## src/rtl/bias_group_sequencer_pkg.sv

```systemverilog
// rtl/bias_group_sequencer_pkg.sv - shared lane width, saturation limits and FSM states
package bias_group_sequencer_pkg;

  localparam int W = 18;
  localparam int SUM_W = W + 1;

  localparam logic [W-1:0] SAT_MAX = 18'h1FFFF;
  localparam logic [W-1:0] SAT_MIN = 18'h20000;

  typedef enum logic [1:0] {
    IDLE  = 2'd0,
    RUN   = 2'd1,
    DRAIN = 2'd2
  } state_e;

endpackage

```

## src/rtl/bias_group_sequencer_if.sv

```systemverilog
// rtl/bias_group_sequencer_if.sv - control, bias bank and vector stream bundle
interface bias_group_sequencer_if
  import bias_group_sequencer_pkg::*;
#(
  parameter int N_LANES  = 16,
  parameter int N_GROUPS = 4
) ();

  localparam int GW = (N_GROUPS > 1) ? $clog2(N_GROUPS) : 1;

  logic                           start;
  logic [N_GROUPS*N_LANES*W-1:0]  bias_bank;
  logic [N_LANES*W-1:0]           in_data;
  logic                           in_valid;
  logic                           in_ready;
  logic [N_LANES*W-1:0]           out_data;
  logic                           out_valid;
  logic                           out_ready;
  logic [GW-1:0]                  group_idx;
  logic                           busy;
  logic                           done;

  modport master (
    output start, bias_bank, in_data, in_valid, out_ready,
    input  in_ready, out_data, out_valid, group_idx, busy, done
  );

  modport slave (
    input  start, bias_bank, in_data, in_valid, out_ready,
    output in_ready, out_data, out_valid, group_idx, busy, done
  );

endinterface

```

## src/rtl/bias_group_sequencer_bias_sat_add.sv

```systemverilog
// rtl/bias_group_sequencer_bias_sat_add.sv - one lane of signed add with saturation
module bias_sat_add
  import bias_group_sequencer_pkg::*;
(
  input  logic [W-1:0] a_i,
  input  logic [W-1:0] b_i,
  output logic [W-1:0] sum_o
);

  logic [SUM_W-1:0] sum;

  assign sum = {a_i[W-1], a_i} + {b_i[W-1], b_i};

  // Top two bits disagree only on overflow; the extra sign bit tells the direction.
  always_comb begin
    sum_o = sum[W-1:0];
    if (sum[W] != sum[W-1]) begin
      sum_o = sum[W] ? SAT_MIN : SAT_MAX;
    end
  end

endmodule

```

## src/rtl/bias_group_sequencer.sv

```systemverilog
// rtl/bias_group_sequencer.sv - steps bias groups over pixels, adds saturated bias per lane
module bias_group_sequencer
  import bias_group_sequencer_pkg::*;
#(
  parameter int N_adder_tree = 16,
  parameter int N_GROUPS     = 4,
  parameter int N_PIXELS     = 64
) (
  input  logic                    clk,
  input  logic                    rst,
  bias_group_sequencer_if.slave   bus
);

  localparam int VW = N_adder_tree * W;
  localparam int GW = (N_GROUPS > 1) ? $clog2(N_GROUPS) : 1;
  localparam int PW = (N_PIXELS > 1) ? $clog2(N_PIXELS) : 1;
  localparam logic [GW-1:0] GRP_LAST = GW'(N_GROUPS - 1);
  localparam logic [PW-1:0] PIX_LAST = PW'(N_PIXELS - 1);

  state_e          state_q, state_d;
  logic [PW-1:0]   pix_q, pix_d;
  logic [GW-1:0]   grp_q, grp_d;
  logic [VW-1:0]   out_data_q, out_data_d;
  logic            out_valid_q, out_valid_d;

  logic [VW-1:0]   bias_sel;
  logic [VW-1:0]   sum_vec;
  logic            in_ready;
  logic            in_fire;
  logic            out_fire;

  // Bias follows the group register at acceptance; a wrap only affects the next vector.
  assign bias_sel = bus.bias_bank[grp_q*VW +: VW];

  for (genvar i = 0; i < N_adder_tree; i++) begin : g_lane
    bias_sat_add u_add (
      .a_i   (bus.in_data[i*W +: W]),
      .b_i   (bias_sel[i*W +: W]),
      .sum_o (sum_vec[i*W +: W])
    );
  end

  assign in_ready = (state_q == RUN) && (!out_valid_q || bus.out_ready);
  assign in_fire  = in_ready && bus.in_valid;
  assign out_fire = out_valid_q && bus.out_ready;

  always_ff @(posedge clk) begin
    if (rst) begin
      state_q     <= IDLE;
      pix_q       <= '0;
      grp_q       <= '0;
      out_data_q  <= '0;
      out_valid_q <= 1'b0;
    end else begin
      state_q     <= state_d;
      pix_q       <= pix_d;
      grp_q       <= grp_d;
      out_data_q  <= out_data_d;
      out_valid_q <= out_valid_d;
    end
  end

  always_comb begin
    state_d     = state_q;
    pix_d       = pix_q;
    grp_d       = grp_q;
    out_data_d  = out_data_q;
    out_valid_d = out_valid_q;

    if (out_fire) begin
      out_valid_d = 1'b0;
    end
    if (in_fire) begin
      out_data_d  = sum_vec;
      out_valid_d = 1'b1;
    end

    unique case (state_q)
      IDLE: begin
        if (bus.start) begin
          state_d = RUN;
          pix_d   = '0;
          grp_d   = '0;
        end
      end
      RUN: begin
        if (in_fire) begin
          if (pix_q == PIX_LAST) begin
            pix_d = '0;
            if (grp_q == GRP_LAST) begin
              state_d = DRAIN;
            end else begin
              grp_d = grp_q + 1'b1;
            end
          end else begin
            pix_d = pix_q + 1'b1;
          end
        end
      end
      DRAIN: begin
        if (out_fire) begin
          state_d = IDLE;
        end
      end
      default: state_d = IDLE;
    endcase
  end

  assign bus.in_ready  = in_ready;
  assign bus.out_data  = out_data_q;
  assign bus.out_valid = out_valid_q;
  assign bus.group_idx = grp_q;
  assign bus.busy      = (state_q != IDLE);
  assign bus.done      = (state_q == DRAIN) && out_fire;

endmodule

```

## src/flat_wrapper.sv

```systemverilog
// flat-port wrapper written by rule: the top's interface ports become plain ports
module bias_group_sequencer_flat import bias_group_sequencer_pkg::*;
#(
  parameter int N_adder_tree = 16,
  parameter int N_GROUPS     = 4,
  parameter int N_PIXELS     = 64
)
  (clk, rst, bus_start, bus_bias_bank, bus_in_data, bus_in_valid, bus_out_ready, bus_in_ready, bus_out_data, bus_out_valid, bus_group_idx, bus_busy, bus_done);
  bias_group_sequencer_if #(.N_LANES((16)), .N_GROUPS(N_GROUPS)) bus_i ();
  input  logic clk;
  input  logic rst;
  input wire logic [$bits(bus_i.start)-1:0] bus_start;
  input wire logic [$bits(bus_i.bias_bank)-1:0] bus_bias_bank;
  input wire logic [$bits(bus_i.in_data)-1:0] bus_in_data;
  input wire logic [$bits(bus_i.in_valid)-1:0] bus_in_valid;
  input wire logic [$bits(bus_i.out_ready)-1:0] bus_out_ready;
  output wire logic [$bits(bus_i.in_ready)-1:0] bus_in_ready;
  output wire logic [$bits(bus_i.out_data)-1:0] bus_out_data;
  output wire logic [$bits(bus_i.out_valid)-1:0] bus_out_valid;
  output wire logic [$bits(bus_i.group_idx)-1:0] bus_group_idx;
  output wire logic [$bits(bus_i.busy)-1:0] bus_busy;
  output wire logic [$bits(bus_i.done)-1:0] bus_done;
  assign bus_i.start = bus_start;
  assign bus_i.bias_bank = bus_bias_bank;
  assign bus_i.in_data = bus_in_data;
  assign bus_i.in_valid = bus_in_valid;
  assign bus_i.out_ready = bus_out_ready;
  assign bus_in_ready = bus_i.in_ready;
  assign bus_out_data = bus_i.out_data;
  assign bus_out_valid = bus_i.out_valid;
  assign bus_group_idx = bus_i.group_idx;
  assign bus_busy = bus_i.busy;
  assign bus_done = bus_i.done;
  bias_group_sequencer #(.N_adder_tree(N_adder_tree), .N_GROUPS(N_GROUPS), .N_PIXELS(N_PIXELS)) u_core (.clk(clk), .rst(rst), .bus(bus_i));
endmodule
```

## config.mk

```make
export PLATFORM = sky130hd
export DESIGN_NAME = bias_group_sequencer_flat
export DESIGN_NICKNAME = d
export VERILOG_FILES = /design/src/rtl/bias_group_sequencer_pkg.sv /design/src/rtl/bias_group_sequencer_if.sv /design/src/rtl/bias_group_sequencer_bias_sat_add.sv /design/src/rtl/bias_group_sequencer.sv /design/src/flat_wrapper.sv
export SDC_FILE = /design/constraint.sdc
export NUM_CORES = 2
export LEC_CHECK = 0
export ABC_CLOCK_PERIOD_IN_PS = 5700
export CORE_AREA = 2 2 679 681
export DETAILED_ROUTE_END_ITERATION = 8
export DIE_AREA = 0 0 681 683
export GPL_ROUTABILITY_DRIVEN = 0
export HOLD_SLACK_MARGIN = 0.06
export PLACE_DENSITY_LB_ADDON = 0.3
export SETUP_SLACK_MARGIN = 0.02
export SLEW_MARGIN = 20
export SYNTH_ARGS = -nofsm -noshare
export SYNTH_HDL_FRONTEND = slang
export SYNTH_SLANG_ARGS = --single-unit
```

## constraint.sdc

```tcl
create_clock -name clk -period 5.7 [get_ports clk]
set_input_delay 1.14 -clock clk [delete_from_list [all_inputs] [get_ports clk]]
set_output_delay 1.14 -clock clk [all_outputs]
set_load 0.05 [all_outputs]
```

==> impl_metrics.yaml <==
status:
  run_status: "completed"
global_route:
  first_global_vias: 36700
  grt_max_degree: 78
  initial_antenna_violation_count: 224
  grt_first_pass_wirelength_mm: 402
  grt_remaining_overflow: 0
  gr-usage-all-layers: 0.133
cells_and_area:
  drive_gt1_frac: 0.103
  fill_cells: 52300
  final_core_utilization: 0.129
  postLayoutCellArea_um2: 59300
  finalNonFillerCells: 11500
  multi_input_gate_area_in_the_final_layout_um2: 25300
  synthToLayoutAreaGrowth_pct: 83.9
  nets: 7020
  seq_area_um2: 5990
timing:
  timing.setup.tns_ps: 0
  timing.final.hold_violations: 0
  grt_setup_unrepaired: "no"
  tightestPinTransition_ps: 1200
  final_min_period_over_clock_period: 0.917
  slew_headroom: 0.199
  max_freq_ghz: 0.191
  finalMaxSlewViolations: 0
  worst_slack_setup_final_ps: 471
  finalHoldWorstSlack_ps: 460
  layout_min_cycle_time_ps: 5230
  report.final.setup_viol: 0
  fin_worst_skew_ps: 39.0
clock_tree:
  holdBufCountCts: 0
  cts_root_buffer: "clkbuf_16"
  cts_inserted_buffers: 46
  tritoncts: "done"
  cts_htree_levels: 2
  clkTransAtPathRegs_ps: 60
  cts.sink_count: 299
  cts.repair.resized: 0
  post-cts-setup-buffer-count: 0
  worst_skew_pair.late_latency_ps: 690
  number_of_buffers_on_the_longest_clock_path: 3
critical_path:
  path_max_fanout: 16
  critical_path_class: "reg2reg"
  crit_family: "compound AO/OA/AOI/OAI gates"
  crit_path_largest_cell_delay_ps: 780
  crit_arrival_ps: 5820
  setup.worst_path.end_class: "register"
  worst_r2r_endpoint: "u_core.bus.out_data[102]"
  critPathSlowestCell: "nor3_1"
  crit_required_ps: 6290
  regToRegStartpoint: "u_core.bus.group_idx[0]"
  rr_worst_depth: 14
  r2r_setup_slack_ps: 470
  worst_path_buf_inv: 3
  timing.critical_path.cells: "buf_12 -> buf_4 -> mux4_2 -> ha_1 -> a21oi_1 -> nor2_1 -> nor3_1 -> buf_4 -> o211ai_1 -> a211oi_1 -> o31ai_1 -> xnor2_2 -> a21oi_1 -> a211oi_1"
  startpoint: "u_core.bus.group_idx[0]"
  setup.worst_path.start_class: "register"
pwr:
  total_power_mw: 12.3
  power_density_nw_per_um2: 208
  power.static_leakage_nw: 19.8
  vdd_drop_max_uv: 189
logic_synthesis:
  netlist.top_cell.by_area: "mux4_2"
  synth_enable_flop_cells: 0
  number_of_nets_in_the_synthesized_netlist: 5327
  syn_avg_cell_area_um2: 9.02
  synthDominantCellAreaShare: 0.201
  syn_inst: 3576
  synth_seq_area_share: 0.186
  ys_top_cells_by_area: "mux4_2 20%, dfxtp_1 19%, ha_1 11%"
  synthFlopType: "dfxtp_1"
  ys_seq_elements: 299
  synth-async-reset-ratio: 0
  synth-warning-count: 0
  post_synth_instance_area_um2: 32300
  synth_cell_types: 67
detailed_routing:
  first_drt_pass_iteration_count: 8
  detail_route.drc_violations: 0
  wl_per_cell_um: 28.3
  vias: 37900
  dr.first_iter.drc_count: 2631
  drt_wl_total_mm: 326
  route.antenna.remaining_nets: 0
  viasPerCell: 3.29
place:
  post-place-ws_ps: -173
  place.port_buffers: 1738
  dp_hpwl_mm: 296
  dpl-instance-area_um2: 57600
  place.detailed.instances: 11400
die:
  initial_core_util: 0.0704
  die_y_um: 683
  core_um2: 458000
  row_count: 249
  die_x_um: 681
  die_area_um2: 465000
  io_pins: 1739
min_path:
  hold-path-cell-count: 2
  hold-path-endpoint: "u_core.bus.out_data[58]"
  hp-start: "u_core.bus.out_data[58]"
  min-delay-path-class: "reg2reg"
flow_run:
  drv_cap: 0
layout make-up:
class / count / share of cell area
diodes: 54 / 0.00228
clock buffers: 64 / 0.0221
clock inverters: 19 / 0.00439
inverters: 67 / 0.00424
multi-input cells: 2998 / 0.426
flip-flops and latches: 299 / 0.101
well taps: 6149 / 0.130
repair buffers: 1857 / 0.310
report_power, final:
| part | total (mW) | internal, mW | switching, mW |
|---|---|---|---|
| clock network | 3.13 | 1.83 | 1.30 |
| logic | 6.78 | 2.85 | 3.93 |
| registers | 2.44 | 2.29 | 0.145 |
| total | 12.3 | 6.98 | 5.37 |
registers in the layout, indices dropped and copies added (netlist names):
register,count
u_core.bus.out_data,288
u_core.bus.out_valid,1
u_core.bus.group_idx,2
u_core.pix_q,6
u_core.state_q,2
cell usage in the layout (no fill, tap or decap), types with 14 or more instances in the layout:
cell / count
clkdlybuf4s50_1: 1707
o31ai_1: 18
nand2_1: 153
nor3_1: 63
nand4_1: 23
xor2_1: 83
a211o_1: 32
o21a_1: 40
nand3_1: 65
nor2_1: 427
o21ai_0: 201
a21o_1: 99
maj3_1: 85
a211oi_1: 269
dfxtp_1: 297
buf_4: 132
and3_1: 32
fa_1: 16
nor2b_1: 36
inv_1: 67
a31o_2: 14
nand2b_1: 28
buf_12: 15
o21bai_1: 44
clkbuf_16: 47
ha_1: 290
a2111oi_0: 14
or3_1: 28
a21oi_1: 288
diode_2: 54
mux4_2: 288
o211ai_1: 33
a31oi_1: 38
xnor2_1: 144
synth_stat cells, types with 8 or more instances:
cell type / n
a2111oi_0: 14
a211o_1: 32
a211oi_1: 269
a21o_1: 99
a21oi_1: 289
a311oi_1: 11
a31o_2: 14
a31oi_1: 38
a41oi_1: 10
and2_1: 8
and3_1: 33
buf_1: 43
clkbuf_1: 162
dfxtp_1: 299
fa_1: 16
ha_1: 290
inv_1: 67
maj3_1: 85
mux4_2: 288
nand2_1: 154
nand2b_1: 29
nand3_1: 65
nand4_1: 23
nor2_1: 427
nor2b_1: 36
nor3_1: 63
o2111ai_1: 11
o211ai_1: 33
o21a_1: 40
o21ai_0: 201
o21bai_1: 44
o2bb2ai_1: 8
o31ai_1: 18
or3_1: 28
xnor2_1: 147
xor2_1: 83
routing by layer:
layer	GRT usage	share of wire
met4	0.0359	0.034
met2	0.228	0.48
met1	0.150	0.38
met5	0	0.0015
met3	0.0582	0.11
worst max path at each step:
stage | depth (start not counted) | slack, ps | to
6_report | 14 | 470 | u_core.bus.out_data[102]
3_3_place_gp | 13 | -170 | u_core.bus.out_data[94]
3_5_place_dp | 13 | -170 | u_core.bus.out_data[101]
4_1_cts | 14 | 310 | u_core.bus.out_data[102]
5_1_grt | 14 | 90 | u_core.bus.out_data[102]
2_1_floorplan | 16 | 600 | u_core.bus.out_data[59]
tightest hold or removal path: cells and delay by family, from the launching register on:
kind | cells | cell delay [ps]
simple gates | 1 | 50
flops | 1 | 310
compound gates | 1 | 50
cell families after synthesis:
kind of cell               share of synthesized area
xor gates and xnor gates                      0.0625
and+or+nand+nor                                0.126
muxes                                          0.201
buffers and inverters                         0.0327
AOI/OAI and AO/OA                              0.242
DFF                                            0.186
adders and majority gates                      0.149
(Power assumes the default switching activity.)
